**config.mk**
```make
export PLATFORM = sky130hd
export DESIGN_NAME = alu_share_arbiter_flat
export DESIGN_NICKNAME = d
export VERILOG_FILES = /design/src/rtl/alu_share_arbiter_pkg.sv /design/src/rtl/alu_share_arbiter_if.sv /design/src/rtl/alu_share_arbiter_rr_arbiter.sv /design/src/rtl/alu_share_arbiter.sv /design/src/flat_wrapper.sv
export SDC_FILE = /design/constraint.sdc
export NUM_CORES = 1
export LEC_CHECK = 0
export CORE_AREA = 2 2 121 123
export CTS_CLUSTER_DIAMETER = 60
export DETAILED_ROUTE_END_ITERATION = 7
export DIE_AREA = 0 0 123 125
export DONT_BUFFER_PORTS = 1
export SYNTH_ARGS = -nofsm -noshare
export SYNTH_HDL_FRONTEND = slang
export SYNTH_SLANG_ARGS = --single-unit
```
**constraint.sdc**
```tcl
create_clock -name clk -period 4.2 [get_ports clk]
set_input_delay 0.42 -clock clk [delete_from_list [all_inputs] [get_ports clk]]
set_output_delay 0.42 -clock clk [all_outputs]
set_load 0.005 [all_outputs]
```
**src/rtl/alu_share_arbiter_pkg.sv**
```systemverilog
// Shared definitions for the ALU share arbiter: EXE_CMD encodings, SR bit
// positions, the captured-response record and response-slot states.
package alu_arb_pkg;

  localparam logic [3:0] EXE_MOV = 4'd1;
  localparam logic [3:0] EXE_MVN = 4'd9;
  localparam logic [3:0] EXE_ADD = 4'd2;
  localparam logic [3:0] EXE_ADC = 4'd3;
  localparam logic [3:0] EXE_SUB = 4'd4;
  localparam logic [3:0] EXE_SBC = 4'd5;
  localparam logic [3:0] EXE_AND = 4'd6;
  localparam logic [3:0] EXE_ORR = 4'd7;
  localparam logic [3:0] EXE_EOR = 4'd8;

  localparam int SR_N = 3;
  localparam int SR_Z = 2;
  localparam int SR_C = 1;
  localparam int SR_V = 0;

  typedef struct packed {
    logic [31:0] result;
    logic [3:0]  status;
  } alu_out_t;

  typedef enum logic {
    SLOT_EMPTY = 1'b0,
    SLOT_FULL  = 1'b1
  } slot_state_t;

  // Flags only reach SR when the granted request asked for them.
  function automatic logic [3:0] next_sr(input logic [3:0] cur,
                                         input logic [3:0] status,
                                         input logic       upd);
    logic [3:0] nxt;
    if (upd) begin
      nxt = status;
    end else begin
      nxt = cur;
    end
    return nxt;
  endfunction

endpackage

```
**src/rtl/alu_share_arbiter_if.sv**
```systemverilog
// Request/response bundle between the requesters, the response consumer
// and the ALU share arbiter.
interface alu_share_arbiter_if #(
  parameter int N_REQ = 2,
  parameter int TAG_W = 4
);
  localparam int ID_W = $clog2(N_REQ);

  logic [N_REQ-1:0]       req_valid;
  logic [N_REQ-1:0]       req_ready;
  logic [4*N_REQ-1:0]     req_cmd;
  logic [32*N_REQ-1:0]    req_val1;
  logic [32*N_REQ-1:0]    req_val2;
  logic [N_REQ-1:0]       req_s;
  logic [TAG_W*N_REQ-1:0] req_tag;

  logic                   rsp_valid;
  logic                   rsp_ready;
  logic [ID_W-1:0]        rsp_id;
  logic [TAG_W-1:0]       rsp_tag;
  logic [31:0]            rsp_result;
  logic [3:0]             rsp_status;

  modport master (
    output req_valid, req_cmd, req_val1, req_val2, req_s, req_tag, rsp_ready,
    input  req_ready, rsp_valid, rsp_id, rsp_tag, rsp_result, rsp_status
  );

  modport slave (
    input  req_valid, req_cmd, req_val1, req_val2, req_s, req_tag, rsp_ready,
    output req_ready, rsp_valid, rsp_id, rsp_tag, rsp_result, rsp_status
  );
endinterface

```
**src/rtl/alu_share_arbiter_rr_arbiter.sv**
```systemverilog
// Round-robin arbiter with pointer advance on grant. Build option
// ALU_ARB_FIXED_PRIO_EN turns it into a lowest-index-wins arbiter without a pointer.
module rr_arbiter #(
  parameter int N = 2
) (
  input  logic                 clk,
  input  logic                 rst_n,
  input  logic [N-1:0]         req,
  input  logic                 en,
  output logic [N-1:0]         gnt,
  output logic [$clog2(N)-1:0] gnt_idx,
  output logic                 found,
  output logic [$clog2(N)-1:0] ptr
);
  localparam int PW = $clog2(N);

  logic hit_s;

`ifdef ALU_ARB_FIXED_PRIO_EN
  assign ptr = {PW{1'b0}};
`else
  logic [PW-1:0] ptr_r;

  // Pointer moves just past the requester that was granted.
  always_ff @(posedge clk or negedge rst_n) begin
    if (!rst_n) begin
      ptr_r <= {PW{1'b0}};
    end else if (|gnt) begin
      ptr_r <= (gnt_idx == PW'(N - 1)) ? {PW{1'b0}} : gnt_idx + PW'(1);
    end else begin
      ptr_r <= ptr_r;
    end
  end

  assign ptr = ptr_r;
`endif

  // Search requesters starting at the pointer, wrapping modulo N.
  always_comb begin
    int cand;
    gnt     = {N{1'b0}};
    gnt_idx = {PW{1'b0}};
    hit_s   = 1'b0;
    cand    = 0;
    for (int k = 0; k < N; k++) begin
      cand = int'(ptr) + k;
      if (cand >= N) begin
        cand = cand - N;
      end else begin
        cand = cand;
      end
      if (!hit_s && req[cand]) begin
        hit_s   = 1'b1;
        gnt_idx = PW'(cand);
      end else begin
        hit_s = hit_s;
      end
    end
    if (en && hit_s) begin
      gnt[gnt_idx] = 1'b1;
    end else begin
      gnt = {N{1'b0}};
    end
    found = en && hit_s;
  end

endmodule

```
**src/rtl/alu_share_arbiter.sv**
```systemverilog
// Shares one combinational ALU between N_REQ requesters, captures results in a
// single response slot and owns the NZCV status register. Option: ALU_ARB_FIXED_PRIO_EN.
module alu_share_arbiter
  import alu_arb_pkg::*;
#(
  parameter int N_REQ = 2,
  parameter int TAG_W = 4
) (
  input  logic                clk,
  input  logic                rst_n,
  alu_share_arbiter_if.slave  bus,
  output logic [3:0]          alu_cmd,
  output logic [31:0]         alu_val1,
  output logic [31:0]         alu_val2,
  output logic [3:0]          alu_sr,
  input  logic [31:0]         alu_result,
  input  logic [3:0]          alu_status,
  output logic [3:0]          sr
);
  localparam int ID_W = $clog2(N_REQ);
  localparam int CMD_W = 4;
  localparam int VAL_W = 32;

  logic [N_REQ-1:0] gnt_s;
  logic [ID_W-1:0]  win_idx_s;
  logic [ID_W-1:0]  ptr_s;
  logic [ID_W-1:0]  sel_idx_s;
  logic             found_s;
  logic             can_issue_s;
  logic             arb_en_s;
  logic             accept_s;

  slot_state_t      slot_r;
  alu_out_t         rsp_r;
  logic [ID_W-1:0]  rsp_id_r;
  logic [TAG_W-1:0] rsp_tag_r;
  logic [3:0]       sr_r;

  // Grants are suppressed while in reset so req_ready stays zero there.
  assign can_issue_s = (slot_r == SLOT_EMPTY) || bus.rsp_ready;
  assign arb_en_s    = can_issue_s && rst_n;

  rr_arbiter #(.N(N_REQ)) u_arb (
    .clk     (clk),
    .rst_n   (rst_n),
    .req     (bus.req_valid),
    .en      (arb_en_s),
    .gnt     (gnt_s),
    .gnt_idx (win_idx_s),
    .found   (found_s),
    .ptr     (ptr_s)
  );

  assign bus.req_ready = gnt_s;
  assign accept_s      = |gnt_s;

  // Without a winner the pointer's slice feeds the ALU, keeping it X-free.
  assign sel_idx_s = found_s ? win_idx_s : ptr_s;
  assign alu_cmd   = bus.req_cmd[CMD_W*sel_idx_s +: CMD_W];
  assign alu_val1  = bus.req_val1[VAL_W*sel_idx_s +: VAL_W];
  assign alu_val2  = bus.req_val2[VAL_W*sel_idx_s +: VAL_W];
  assign alu_sr    = sr_r;

  // Response slot: state, captured payload and SR all move on the accept edge.
  always_ff @(posedge clk or negedge rst_n) begin
    if (!rst_n) begin
      slot_r    <= SLOT_EMPTY;
      rsp_r     <= '{result: 32'd0, status: 4'd0};
      rsp_id_r  <= {ID_W{1'b0}};
      rsp_tag_r <= {TAG_W{1'b0}};
      sr_r      <= 4'b0000;
    end else begin
      case (slot_r)
        SLOT_EMPTY: begin
          if (accept_s) begin
            slot_r <= SLOT_FULL;
          end else begin
            slot_r <= SLOT_EMPTY;
          end
        end
        SLOT_FULL: begin
          if (accept_s) begin
            slot_r <= SLOT_FULL;
          end else if (bus.rsp_ready) begin
            slot_r <= SLOT_EMPTY;
          end else begin
            slot_r <= SLOT_FULL;
          end
        end
        default: slot_r <= SLOT_EMPTY;
      endcase

      if (accept_s) begin
        rsp_r.result <= alu_result;
        rsp_r.status <= alu_status;
        rsp_id_r     <= win_idx_s;
        rsp_tag_r    <= bus.req_tag[TAG_W*win_idx_s +: TAG_W];
        sr_r         <= next_sr(sr_r, alu_status, bus.req_s[win_idx_s]);
      end else begin
        rsp_r     <= rsp_r;
        rsp_id_r  <= rsp_id_r;
        rsp_tag_r <= rsp_tag_r;
        sr_r      <= sr_r;
      end
    end
  end

  assign bus.rsp_valid  = (slot_r == SLOT_FULL);
  assign bus.rsp_id     = rsp_id_r;
  assign bus.rsp_tag    = rsp_tag_r;
  assign bus.rsp_result = rsp_r.result;
  assign bus.rsp_status = rsp_r.status;
  assign sr             = sr_r;

endmodule

```
**src/flat_wrapper.sv**
```systemverilog
// flat-port wrapper written by rule: the top's interface ports become plain ports
module alu_share_arbiter_flat import alu_arb_pkg::*;
#(
  parameter int N_REQ = 2,
  parameter int TAG_W = 4
)
  (clk, rst_n, alu_cmd, alu_val1, alu_val2, alu_sr, alu_result, alu_status, sr, bus_req_valid, bus_req_cmd, bus_req_val1, bus_req_val2, bus_req_s, bus_req_tag, bus_rsp_ready, bus_req_ready, bus_rsp_valid, bus_rsp_id, bus_rsp_tag, bus_rsp_result, bus_rsp_status);
  alu_share_arbiter_if #(.N_REQ(N_REQ), .TAG_W(TAG_W)) bus_i ();
  input  logic clk;
  input  logic rst_n;
  output logic [3:0] alu_cmd;
  output logic [31:0] alu_val1;
  output logic [31:0] alu_val2;
  output logic [3:0] alu_sr;
  input  logic [31:0] alu_result;
  input  logic [3:0] alu_status;
  output logic [3:0] sr;
  input wire logic [$bits(bus_i.req_valid)-1:0] bus_req_valid;
  input wire logic [$bits(bus_i.req_cmd)-1:0] bus_req_cmd;
  input wire logic [$bits(bus_i.req_val1)-1:0] bus_req_val1;
  input wire logic [$bits(bus_i.req_val2)-1:0] bus_req_val2;
  input wire logic [$bits(bus_i.req_s)-1:0] bus_req_s;
  input wire logic [$bits(bus_i.req_tag)-1:0] bus_req_tag;
  input wire logic [$bits(bus_i.rsp_ready)-1:0] bus_rsp_ready;
  output wire logic [$bits(bus_i.req_ready)-1:0] bus_req_ready;
  output wire logic [$bits(bus_i.rsp_valid)-1:0] bus_rsp_valid;
  output wire logic [$bits(bus_i.rsp_id)-1:0] bus_rsp_id;
  output wire logic [$bits(bus_i.rsp_tag)-1:0] bus_rsp_tag;
  output wire logic [$bits(bus_i.rsp_result)-1:0] bus_rsp_result;
  output wire logic [$bits(bus_i.rsp_status)-1:0] bus_rsp_status;
  assign bus_i.req_valid = bus_req_valid;
  assign bus_i.req_cmd = bus_req_cmd;
  assign bus_i.req_val1 = bus_req_val1;
  assign bus_i.req_val2 = bus_req_val2;
  assign bus_i.req_s = bus_req_s;
  assign bus_i.req_tag = bus_req_tag;
  assign bus_i.rsp_ready = bus_rsp_ready;
  assign bus_req_ready = bus_i.req_ready;
  assign bus_rsp_valid = bus_i.rsp_valid;
  assign bus_rsp_id = bus_i.rsp_id;
  assign bus_rsp_tag = bus_i.rsp_tag;
  assign bus_rsp_result = bus_i.rsp_result;
  assign bus_rsp_status = bus_i.rsp_status;
  alu_share_arbiter #(.N_REQ(N_REQ), .TAG_W(TAG_W)) u_core (.clk(clk), .rst_n(rst_n), .bus(bus_i), .alu_cmd(alu_cmd), .alu_val1(alu_val1), .alu_val2(alu_val2), .alu_sr(alu_sr), .alu_result(alu_result), .alu_status(alu_status), .sr(sr));
endmodule
```
* After elaboration in Yosys (flattened, before gate mapping)
Index checks and enable logic that the tools add are counted.
** Word-level totals
- Register bits after elaboration :: 47
- Latch bits :: 0
- Bits in writable memories :: 0
- Memory bits (read-only) :: 0
- Input port bits :: 187
- Output and inout bits :: 120
- Logic and storage cells :: 53
- Memories kept :: 0
** Operators by class
- $add $sub $neg :: 4
- Multiply operators :: 0
- Divide/modulo/power cells :: 0
- Magnitude comparators :: 6
- Equal/unequal tests :: 0
- Shift-type cells :: 4
- Mux-type cells :: 23
- Bitwise operators :: 1
- Reduce and logical (&&, ||, !) cells :: 8
** Operator list (count)
- $shiftx A64 B7 Y32 :: 2
- $lt A32 B3 Y1 const B :: 2
- $mux W32 :: 2
- $mux W1 :: 18
- $shiftx A8 B4 Y4 :: 2
- $logic_and A1 B1 Y1 :: 4
- $sub A1 B2 Y3 const B :: 1
- $sub A2 B2 Y3 const B :: 1
- $add A1 B1 Y2 const B :: 1
- $ge A1 B2 Y1 const B :: 1
- $ge A2 B2 Y1 const B :: 1
- $lt A1 B2 Y1 const B :: 1
- $mux W2 :: 1
- $pmux W1 S2 :: 1
- $reduce_and A2 Y1 :: 1
- $reduce_or A2 Y1 :: 1
- $add A1 B1 Y1 const B :: 1
- $demux W1 S1 :: 1
- $ge A1 B1 Y1 const B :: 1
- $logic_not A1 Y1 :: 1
- $logic_or A1 B1 Y1 :: 1
- $not A1 Y1 :: 1

* Longest topological paths before layout
- Word-level depth :: 17
- Mapped depth :: 6
- Gate-level depth less buffers :: 4

* Modules after synthesis
Synthesis repeated with hierarchy kept, for this count alone.
** Unflattened totals
- Cells, all modules :: 200
- Area, all modules :: 2790.2 µm²
** Modules (own cells, without submodules)
- alu_share_arbiter :: times used 1, cells each 191, area an instance 2718.9 µm², seq. area each 1151.1 µm²
- rr_arbiter :: times used 1, cells each 9, area an instance 71.3 µm², seq. area each 25.0 µm²

* Least setup slack after synthesis
OpenSTA, ideal clock, no wires.
- Path kind :: input-to-output
- From :: input bus_rsp_ready
- To :: output alu_val1[0]
- Data arrival time :: 1.493 ns
- Data required time :: 3.780 ns
- Setup slack :: 2.287 ns
- Stages on the path :: 6
- Buffers on the path :: 2
- Cells stage by stage :: nand2b_4 -> a31oi_1 -> o21bai_2 -> buf_6 -> buf_6 -> mux2_4
** Between the ends
- Cells in the longest elaborated chain, start to end :: 5
** Ends and longest elaborated chain
- start, declared :: RTL line flat_wrapper.sv:24 : input wire logic [$bits(bus_i.rsp_ready)-1:0] bus_rsp_ready;
- $logic_or A1 B1 Y1 :: RTL line alu_share_arbiter.sv:40 : assign can_issue_s = (slot_r == SLOT_EMPTY) || bus.rsp_ready;
- $logic_and A1 B1 Y1 :: RTL line alu_share_arbiter.sv:41 : assign arb_en_s = can_issue_s && rst_n;
- $logic_and A1 B1 Y1 :: RTL line alu_share_arbiter_rr_arbiter.sv:64 : found = en && hit_s;
- $mux W1 :: RTL line alu_share_arbiter.sv:58 : assign sel_idx_s = found_s ? win_idx_s : ptr_s;
- $shiftx A64 B7 Y32 :: RTL line alu_share_arbiter.sv:60 : assign alu_val1 = bus.req_val1[VAL_W*sel_idx_s +: VAL_W];
- end, declared :: RTL line flat_wrapper.sv:12 : output logic [31:0] alu_val1;
No other way between the ends.

* Worst setup path in the final report
- From :: register u_core.slot_r (netlist: u_core.bus.rsp_valid)
- To :: output alu_cmd[3]
** Between the ends
- Cells in the longest elaborated chain, start to end :: 6
** Ends and longest elaborated chain
- start, declared :: RTL line alu_share_arbiter.sv:33 : slot_state_t slot_r;
- start signal, assigned :: RTL line alu_share_arbiter.sv:67 : slot_r <= SLOT_EMPTY;
- start signal, assigned :: RTL line alu_share_arbiter.sv:76 : slot_r <= SLOT_FULL;
- start signal, assigned :: RTL line alu_share_arbiter.sv:78 : slot_r <= SLOT_EMPTY;
- $not A1 Y1
- $logic_or A1 B1 Y1 :: RTL line alu_share_arbiter.sv:40
- $logic_and A1 B1 Y1 :: RTL line alu_share_arbiter.sv:41
- $logic_and A1 B1 Y1 :: RTL line alu_share_arbiter_rr_arbiter.sv:64
- $mux W1 :: RTL line alu_share_arbiter.sv:58
- $shiftx A8 B4 Y4 :: RTL line alu_share_arbiter.sv:59 : assign alu_cmd = bus.req_cmd[CMD_W*sel_idx_s +: CMD_W];
- end, declared :: RTL line flat_wrapper.sv:11 : output logic [3:0] alu_cmd;
No other way between the ends.

==> impl_metrics.toml <==
[worst_setup_path]
worstSetupPathType = "reg -> out"
cp_data_arrival_time_ns = 2.57
r2r-start = "u_core.bus.rsp_valid"
reg2reg_slack_ns = 2.42
cpMaxStageDelayCell = "buf_4"
critPathBufInv = 1
cp_max_fo = 55
endpoint_kind = "output pin"
max_stage_delay_ns = 0.67
cp_top_family = "buffers and inverters"
crit_chain = "nand2b_4 > a31oi_1 > o21bai_4 > buf_4 > mux2_2"
rr_endpoint = "u_core.bus.rsp_result[31]"
critical_path_required_ns = 3.78
r2r_cells = 4
crit_path_start_kind = "flop"

[clocking]
clk_pin_slew_worst_paths_ns = 0.06
h-tree-depth = 2
insertion_delay_ns = 0.28
cts_tree = "done"
clockBufferDepth = 2
cts-buffers-inserted = 5
clock_sink_count = 47
clockRootBuffer = "clkbuf_16"

[finish]
antenna_cells = 0
drive_gt1_share_pct = 65.1
final_net_count = 375
multi_input_comb_area_um2 = 1470
syn_to_final_growth_pct = 11.7
final_cells = 373
most-common-layout-cells = "84 x mux2_2, 47 x dfrtp_1, 24 x mux2_4"
fill_cells = 1527
layout.cells.most_common = "mux2_2"
final-seq-area_um2 = 1180

[detailed_routing]
drt_first_pass_iters = 4
drt-initial-drc-count = 60
ant_nets = 0
viasPerCell = 4.55
dr_total_vias = 1696
avgRoutedWirePerCell_um = 24.0
totalWireLength_mm = 8.95
drc = 0

[timing]
slew_viol_final = 0
skew_ns = 0.00408
relSlewSlack_pct = 48.8
hold_violations = 0
final-setup-viol-count = 0
tns_ns = 0
timing.final.crit_share_pct = 71.1
tightest_slew_ns = 0.768
clock.fmax_mhz = 335
rsz0062_at_grt = "false"
period_needed_ns = 2.99

[die]
dieArea_um2 = 15400
io_pins = 307
chipHeight_um = 125
row_count = 44
fp.dieW_um = 123
start_util_pct = 19.5
floorplan.core_area_um2 = 14200

[global_routing]
antenna_found_initial = 0
globalRouteTotalUtil_pct = 10.7
gr-total-overflow = 0
grt_pass1_wl_mm = 11.9
grt_max_degree = 56
grt_pass1_vias = 1774

[worst_hold_path]
hold_path_depth = 2
holdCritPathClass = "in -> reg"
holdPathEnd = "u_core.bus.rsp_tag[2]"
holdCritStartpoint = "bus_req_tag[6]"

[synth]
postSynthAreaPerCell_um2 = 14.4
syn_nets = 380
synth_top_area_cell = "dfrtp_1"
post_synth_num_cell_types = 17
yosys-top-cells-area = "dfrtp_1 42%, mux2_2 34%, mux2_4 13%, buf_6 1.6%, a222oi_1 1.4%"
yosys.area.top_type_share_pct = 42.5
yosysSeqAreaShare_pct = 42.5
synthCells = 193
yosys_warnings = 0
synth_seq_cells = 47
syn_area_um2 = 2770

[placement]
dp_hpwl_mm = 7.50
portBuffers = 0
gp_congestion = 0.790
dp.cells = 363

[run]
drv_cap = 0

[status]
outcome = "complete, no violations"

[power]
leakagePower_nw = 1.30
p_per_area_nw_per_um2 = 443
ir_worst_vdd_mv = 0.246
## through the flow
stage	area (um^2)	hold WS (ns)	power, W	utilization (%)	setup WS [ns]
finish	3090	0.264	0.00137	21.8	1.21
detailed placement	2920	0.126	0.000993	20.5	1.50
floorplan	2770	0.124	0.000951	-	2.29
global placement	2920	0.126	0.000984	20.5	1.57
global route	3090	0.262	0.00146	21.8	1.03
CTS	3090	0.255	0.00139	21.8	1.18
## report_power, final
group / leakage, nW / internal, W / switching [W] / total, W
sequential: 0.555 / 0.000541 / 0.0000775 / 0.000619
clock: 0.0733 / 0.000217 / 0.000160 / 0.000377
combinational: 0.675 / 0.000218 / 0.000158 / 0.000376
total: 1.30 / 0.000977 / 0.000395 / 0.00137
## per-layer routing
metal  part of all wire [%]  GRT usage, %  wire length (um)  vias up
li1                       -             -                 -      695
met1                     37          12.4              3270      820
met2                     52          19.1              4660      173
met3                     10          3.10               940        8
met4                   0.95          2.61                85        0
met5                      0             0                 0        -
## kinds of logic (layout without fill, tap and decap cells)
kind of cell    after synthesis  after routing  synth area share [%]
buf+inv                      22             18                  4.97
flops                        47             47                  42.5
compound gates               12             12                  4.34
simple gates                  4              4                  1.08
mux                         108            108                  47.2
## flip-flops by register name, summed over array words and instances, names as in the netlist
signal and count:
u_core.bus.rsp_result 32, u_core.alu_sr 4, u_core.bus.rsp_status 4, u_core.bus.rsp_tag 4, u_core.bus.rsp_id 1, u_core.bus.rsp_valid 1
u_core.u_arb.ptr 1
## worst max path at each step
stage	depth (start not counted)	from	slack, ns	end
after floorplan	6	bus_rsp_ready	2.29	alu_val1[0]
after global placement	5	u_core.bus.rsp_valid	1.57	alu_cmd[3]
after detailed placement	5	u_core.bus.rsp_valid	1.50	alu_cmd[3]
after CTS	5	u_core.bus.rsp_valid	1.18	alu_cmd[3]
after global routing	5	u_core.bus.rsp_valid	1.03	alu_cmd[3]
final	5	u_core.bus.rsp_valid	1.21	alu_cmd[3]
## synthesized netlist by cell type
cell type / n
nand2_1: 2
mux2_2: 84
buf_6: 4
o211ai_2: 1
nand2b_4: 1
dfrtp_1: 47
and4_1: 1
mux2_4: 24
a21o_1: 2
buf_2: 8
o2111a_1: 1
buf_4: 4
a222oi_1: 4
o21bai_2: 1
a22o_4: 1
a31oi_1: 2
inv_1: 6
## area by class of cell
cell class              instances  share of cell area [%]
repair buffers                  4                    1.70
clock buffers                   5                    4.04
flip-flops and latches         47                    38.0
inverters                       6                   0.728
clock inverters                 3                   0.485
well taps                     184                    7.44
multi-input cells             124                    47.6
## timing repair
item                                    4_1_cts  5_1_grt
hold buffers                                  2        0
endpoints found under the setup margin        0        0
endpoints found under the hold margin        47        0
setup buffers                                 0        0
gates resized for setup                       0        0
## worst register-to-register path: stages, from the launching register on
cell and delay (ns):
dfrtp_1 0.44, nand2b_4 0.12, o211ai_4 0.29, buf_4 0.43, mux2_2 0.39
Power figures use the tool's default switching activity.
